$ cat src/rtl/fft_bitrev_reorder.sv
// fft_bitrev_reorder: ping-pong reorder buffer that turns a bit-reversed 64-bin FFT frame
// into natural order. One bank fills from the butterfly pipeline while the other drains.
module fft_bitrev_reorder #(
    parameter int unsigned WIDTH = 13,
    parameter int unsigned LOG2N = 6
) (
    input  logic             clk,
    input  logic             rst_n,
    input  logic             in_valid,
    output logic             in_ready,
    input  logic [WIDTH-1:0] in_re,
    input  logic [WIDTH-1:0] in_im,
    output logic             out_valid,
    input  logic             out_ready,
    output logic [WIDTH-1:0] out_re,
    output logic [WIDTH-1:0] out_im,
    output logic             out_last
);

    localparam int unsigned N = 1 << LOG2N;
    localparam logic [LOG2N-1:0] LAST = {LOG2N{1'b1}};

    // Bank select is the MSB of the storage address.
    logic [2*WIDTH-1:0] mem [2*N];

    logic [LOG2N-1:0] wr_cnt;
    logic [LOG2N-1:0] rd_cnt;
    logic             wr_bank;
    logic             rd_bank;
    logic [1:0]       full;
    logic [1:0]       full_nxt;
    logic             accept;
    logic             load;
    logic [2*WIDTH-1:0] rd_data;

    function automatic logic [LOG2N-1:0] bitrev(input logic [LOG2N-1:0] a);
        logic [LOG2N-1:0] r;
        for (int i = 0; i < int'(LOG2N); i++) begin
            r[i] = a[int'(LOG2N) - 1 - i];
        end
        return r;
    endfunction

    assign in_ready = !full[wr_bank];
    assign accept   = in_valid && in_ready;
    assign load     = full[rd_bank] && (!out_valid || out_ready);
    assign rd_data  = mem[{rd_bank, rd_cnt}];

    // Full flags: the reader only frees a full bank and the writer only fills an empty one,
    // so the clear and the set never target the same bank on one edge.
    always_comb begin
        full_nxt = full;
        if (load && (rd_cnt == LAST)) begin
            full_nxt[rd_bank] = 1'b0;
        end
        if (accept && (wr_cnt == LAST)) begin
            full_nxt[wr_bank] = 1'b1;
        end
    end

    // Sample storage: scatter each accepted sample to its bit-reversed slot.
    always_ff @(posedge clk) begin
        if (accept) begin
            mem[{wr_bank, bitrev(wr_cnt)}] <= {in_re, in_im};
        end
    end

    // Writer side: frame counter and bank pointer.
    always_ff @(posedge clk or negedge rst_n) begin
        if (!rst_n) begin
            wr_cnt  <= '0;
            wr_bank <= 1'b0;
        end else if (accept) begin
            wr_cnt <= wr_cnt + 1'b1;
            if (wr_cnt == LAST) begin
                wr_bank <= ~wr_bank;
            end
        end
    end

    // Bank occupancy flags.
    always_ff @(posedge clk or negedge rst_n) begin
        if (!rst_n) begin
            full <= 2'b00;
        end else begin
            full <= full_nxt;
        end
    end

    // Reader side: sequential read counter and bank pointer.
    always_ff @(posedge clk or negedge rst_n) begin
        if (!rst_n) begin
            rd_cnt  <= '0;
            rd_bank <= 1'b0;
        end else if (load) begin
            rd_cnt <= rd_cnt + 1'b1;
            if (rd_cnt == LAST) begin
                rd_bank <= ~rd_bank;
            end
        end
    end

    // Output register: loads on a free slot, holds while stalled, empties when drained.
    always_ff @(posedge clk or negedge rst_n) begin
        if (!rst_n) begin
            out_valid <= 1'b0;
            out_last  <= 1'b0;
            out_re    <= '0;
            out_im    <= '0;
        end else if (load) begin
            out_valid <= 1'b1;
            out_last  <= (rd_cnt == LAST);
            out_re    <= rd_data[2*WIDTH-1:WIDTH];
            out_im    <= rd_data[WIDTH-1:0];
        end else if (out_valid && out_ready) begin
            out_valid <= 1'b0;
        end
    end

endmodule

$ cat config.mk
export PLATFORM = sky130hd
export DESIGN_NAME = fft_bitrev_reorder
export DESIGN_NICKNAME = d
export VERILOG_FILES = /design/src/rtl/fft_bitrev_reorder.sv
export SDC_FILE = /design/constraint.sdc
export NUM_CORES = 2
export LEC_CHECK = 0
export BUFFER_PORTS_ARGS = -buffer_cell sky130_fd_sc_hd__clkbuf_2
export CORE_UTILIZATION = 40
export CTS_BUF_LIST = sky130_fd_sc_hd__clkbuf_4 sky130_fd_sc_hd__clkbuf_8 sky130_fd_sc_hd__clkbuf_16
export DETAILED_ROUTE_END_ITERATION = 8
export PLACE_DENSITY_LB_ADDON = 0.12
export SLEW_MARGIN = 40
export SYNTH_ARGS = -nofsm -noshare
export SYNTH_HDL_FRONTEND = slang
export SYNTH_SLANG_ARGS = --single-unit
$ cat constraint.sdc
create_clock -name clk -period 4.8 [get_ports clk]
set_input_delay 0.24 -clock clk [delete_from_list [all_inputs] [get_ports clk]]
set_output_delay 0.24 -clock clk [all_outputs]
set_load 0.02 [all_outputs]
# == After elaboration in Yosys (flattened, before gate mapping) ==
# Memory sizes are Yosys's and may differ from the RTL's. A register that Yosys moved wholly into a read port is not among the register bits.
# Cells that the tools add are included.
# Widths: inputs -> output; s select.
# word_totals
ff_bits,18
ramBits,3328
out_inout_bits,29
wordCells,49
memories,1
# classes
addsub,2
magnitude_cmp,4
eq_ne,2
mux,14
n_bitwise,5
n_reduce_logical,14
# memory_table
name,words,width,read_ports,rd_ports_with_merged_regs,write_ports,line_no,text
mem,128,26,1,1,1,24,logic [2*WIDTH-1:0] mem [2*N];
# op_table
operator,count
$add 6x1->6 const B,2
$eq 6x6->1 const B,2
$mux 1,10
$logic_and 1x1->1,7
$lt 1x2->1 const B,2
$mux 2,2
$reduce_and 2->1,2
$logic_not 1->1,3
$and 2x2->2,1
$demux 1 s1,2
$ge 1x1->1 const B,2
$not 1->1,2
$not 2->2,1
$or 2x2->2,1
$reduce_bool 2->1,1
$logic_or 1x1->1,1

# == Longest topological paths before layout ==
# depth
word_depth,9
depth_mapped,12

# == Least setup slack after synthesis ==
# Ideal clock, no wire load.
# synth_timing
path_kind,register -> register
start,reg wr_bank
end,mem mem[127][0] in the netlist's numbering (enable)
setup_time_ns,0.409
arrival_ns,3.091
required_time_ns,4.391
slack_ns,1.300
path_stages_with_launch,8
n_path_buf,3
synth_period_minus_slack_ns,3.500
path_cell_list,dfrtp_1 clkbuf_1 mux2i_1 and3_1 clkbuf_1 nand3_1 clkbuf_1 nor2_1
# synth_between
elab_chain_cells,6
# synth_rtl
item,line_no,text
start: declaration,28,logic wr_bank;
start signal: assignment,76,wr_bank <= ~wr_bank;
$mux 1 (not written as such) (2 in series),44,assign in_ready = !full[wr_bank];
$logic_not 1->1,44,
via in_ready,10,"output logic in_ready,"
$logic_and 1x1->1,45,assign accept = in_valid && in_ready;
$mux 1,63,if (accept) begin
$mux 1 (not written as such),64,"mem[{wr_bank, bitrev(wr_cnt)}] <= {in_re, in_im};"
end: declaration,24,
# The timed path passes the listed nets, and every way through them passes these cells. The select of a mux whose other input is x is not followed.

==> results.json <==
{
  "outcome": "completed",
  "cpMaxStageDelayCell": "dfrtp_4",
  "critPathKind": "reg2reg",
  "power.density_nw_per_um2": 418.3,
  "vias": 65600,
  "p_sw_uw": 13460,
  "crit_fanout": 39,
  "fill_cells": 26760,
  "portBuffers": 58,
  "viasPerCell": 5.952,
  "timing_hold_violations_final": 0,
  "maxSlewHeadroom": 0.3298,
  "synth_seq_cells": 3372,
  "share_comb_of_total_power": 0.034,
  "cts_setup_buffers": 0,
  "p_int_uw": 49660,
  "netlist_area_um2": 130000,
  "post_drt_wl_per_cell_um": 37.10,
  "dp_cells": 10330,
  "leakagePower_uw": 0.04910,
  "synth_area_leader_cell": "edfxtp_1",
  "tns_ns": 0,
  "rsz0062_at_grt": "false",
  "ys.flop_type": "edfxtp_1",
  "numClockSinks": 3372,
  "finalHoldWorstSlack_ns": 0.1439,
  "p_seq_frac": 0.523,
  "synth_nets": 5913,
  "rr_startpoint": "rd_cnt[0]",
  "wl_um": 408900,
  "drc_errors": 0,
  "firstDrtPassIters": 5,
  "num_rows": 208,
  "die-height_um": 572.0,
  "die-area_um2": 327200,
  "synth_edf_count": 3328,
  "cts_buffers": 359,
  "ys_warn_count": 0,
  "wl_met3_um": 28360,
  "grt_max_degree": 107,
  "drive_gt1_frac": 0.3022,
  "ant_nets": 0,
  "synthTopCellsByArea": "edfxtp_1 (77%), mux4_2 (13%), mux2i_1 (2.2%), dfrtp_1 (0.85%), buf_6 (0.59%)",
  "syn_area_per_cell_um2": 22.10,
  "place_congestion": 0.8314,
  "finish.net_count": 6448,
  "synth_top_cell_area_share": 0.7689,
  "grt_overflow": 0,
  "core-area_um2": 322200,
  "netlist_instances": 5881,
  "antenna_found_initial": 32,
  "cts-root-buf": "clkbuf_16",
  "initial_core_util": 0.4034,
  "skew_ns": 0.07831,
  "die_w_um": 572.0,
  "worstHoldPathType": "in2reg",
  "crit_arrival_ns": 5.10,
  "num_io_pins": 59,
  "critPathLaunch": "rd_cnt[0]",
  "grt_pass1_wl_um": 558700,
  "synthToLayoutAreaGrowth_pct": 16.12,
  "crit_path_end_kind": "flop",
  "slowest_delay_ns": 1.01,
  "max_freq_mhz": 232.0,
  "synthArstFlopShare": 0.01305,
  "pwr-share-clk": 0.442,
  "slew_viol_final": 0,
  "highest_layer": "met5",
  "wl_met1_um": 175200,
  "drv_cap": 0,
  "grt_pass1_vias": 65360,
  "cts.path.max_buffers": 4,
  "worst_pin_slew_ns": 0.9773,
  "critPathRequiredTime_ns": 5.59,
  "crit_chain": "buf_12 -> buf_12 -> mux4_2 -> mux2i_1 -> o22ai_1 -> o311ai_1 -> buf_4 -> nand3_1",
  "peakVddDrop_v": 0.0002616,
  "cts_htree_levels": 5,
  "period_share": 0.8981,
  "clk_pin_slew_ns": 0.06,
  "synth_seq_area_share": 0.7773,
  "ctsHoldBuffers": 30,
  "worstHoldStart": "in_re[4]",
  "switching_share": 0.2133,
  "drt_iter0_drc": 8404,
  "final_cells": 11020,
  "cts_tree": "built",
  "crit_path_start_kind": "flop",
  "insertion_delay_ns": 0.96,
  "detailed_place_hpwl_um": 240700,
  "layout_min_cycle_time_ns": 4.311,
  "ctsResizeCount": 0,
  "grt_use_total": 0.2494,
  "setup-violations-final": 0,
  "routed-wl-met2_um": 193400,
  "crit_top_cell": "buf_12",
  "synth.distinct_cells": 68
}
layout by cell type (no fill, tap or decap), types with 18 or more instances in the layout:
master         Yosys  final
a21oi_1           74     74
a22oi_1           21     21
and2_1            30     30
and3_1            19     19
buf_12             7     49
buf_4             28    367
buf_6             68     18
bufinv_16          0     34
clkbuf_16          0    364
clkbuf_2           0     31
clkbuf_4           0     66
clkinv_1           1     81
clkinv_2           0     62
dfrtp_1           44     38
dlygate4sd3_1      0     30
edfxtp_1        3328   3328
mux2_2            30     30
mux2i_1          283    282
mux4_2           760    760
nand2_1          202    192
nand3_1           53     47
nor2_1           202     69
nor2_4             0    129
nor3_1            26     23
o21ai_0           58     57
o221ai_1          79     79
o22ai_1           83     83
state kept, by name, summed over array words and instances, names as in the netlist:
| name | count |
|---|---|
| mem | 3328 |
| out_im | 13 |
| out_re | 13 |
| rd_cnt | 6 |
| wr_cnt | 6 |
| full | 2 |
| out_last | 1 |
| out_valid | 1 |
| rd_bank | 1 |
| wr_bank | 1 |
cells by family (layout without fill, tap and decap cells):
group / after synthesis / after routing / synth area share
AND/OR/NAND/NOR: 584 / 584 / 0.01960
other: 0 / 13 / 0
buffers and inverters: 341 / 1164 / 0.01686
multiplexers: 1088 / 1088 / 0.1590
XOR/XNOR: 12 / 12 / 0.0008086
AO/OA/AOI/OAI: 482 / 482 / 0.02620
adder cells (fa/ha/maj): 2 / 2 / 0.0001925
flip-flops: 3372 / 3372 / 0.7773
synth_stat cells (10+ instances only):
cell / n
a2111oi_0: 10
o221ai_1: 79
dfrtp_1: 44
o22ai_1: 83
buf_4: 28
a311oi_1: 11
nor2_1: 202
nand4_1: 11
mux4_2: 760
nand3_1: 53
mux4_1: 14
clkbuf_1: 128
and3_1: 19
a22oi_1: 21
a31oi_1: 17
o211ai_1: 11
mux2_2: 30
a221oi_1: 17
o21ai_0: 58
nand2_1: 202
a211oi_1: 23
edfxtp_1: 3328
nor3_1: 26
and2_1: 30
a21oi_1: 74
o32ai_1: 13
buf_2: 73
nor2b_1: 19
xnor2_1: 11
mux2i_1: 283
buf_6: 68
buf_1: 23
per-stage QoR:
step | worst slack [ns] | total power [uW] | utilization | area, um^2
after floorplan | 1.300 | 34290 | - | 130000
after global placement | 0.08780 | 35710 | 0.4288 | 138100
after detailed placement | 0.4589 | 35800 | 0.4304 | 138700
after CTS | 0.4174 | 63600 | 0.4679 | 150800
after global routing | 0.4858 | 64730 | 0.4683 | 150900
final | 0.4891 | 63130 | 0.4684 | 150900
area by class of cell:
cell class	instances	area, um^2	share of cell area
sequential	3372	101100	0.6696
inverter	6	38.79	0.0002570
clock buffer	444	9797	0.06491
timing repair buffer	509	4702	0.03115
multi-input combinational	2168	27920	0.1850
tap	4305	5386	0.03569
antenna	13	32.53	0.0002155
clock inverter	205	1993	0.01321
power groups by stage:
stage                     Clock [uW]  Sequential [uW]  Combinational, uW
after floorplan                    0            33600                678
after global placement             0            33600               2060
after detailed placement           0            33700               2140
after CTS                      28400            33000               2160
after global routing           29400            33100               2230
final                          27900            33000               2150
final timing paths:
| path | to | slack [ns] | cells past startpoint |
|---|---|---|---|
| min in group asynchronous | out_im[10] | 0.48 | 4 |
| worst max-delay path | out_re[2] | 0.49 | 8 |
| max in group asynchronous | rd_cnt[0] | 3.70 | 4 |
| worst max register to register | out_re[2] | 0.49 | 8 |
| worst min-delay path | mem[80][17] | 0.14 | 2 |
| worst min register to register | wr_cnt[3] | 0.50 | 1 |
routing by layer:
layer,vias to the layer above,global-route usage
met3,511,0.03517
met5,-,0
met2,2739,0.3964
met1,36290,0.3606
li1,26050,-
met4,8,0.06954
worst max-delay path, delay by kind of cell (launching register included):
| family | cells | cell delay [ns] |
|---|---|---|
| mux | 2 | 1.06 |
| compound gates | 2 | 1.07 |
| buf+inv | 3 | 0.89 |
| flops | 1 | 1.01 |
| simple gates | 1 | 0.08 |
No activity file was read; power rests on OpenSTA's default activity.
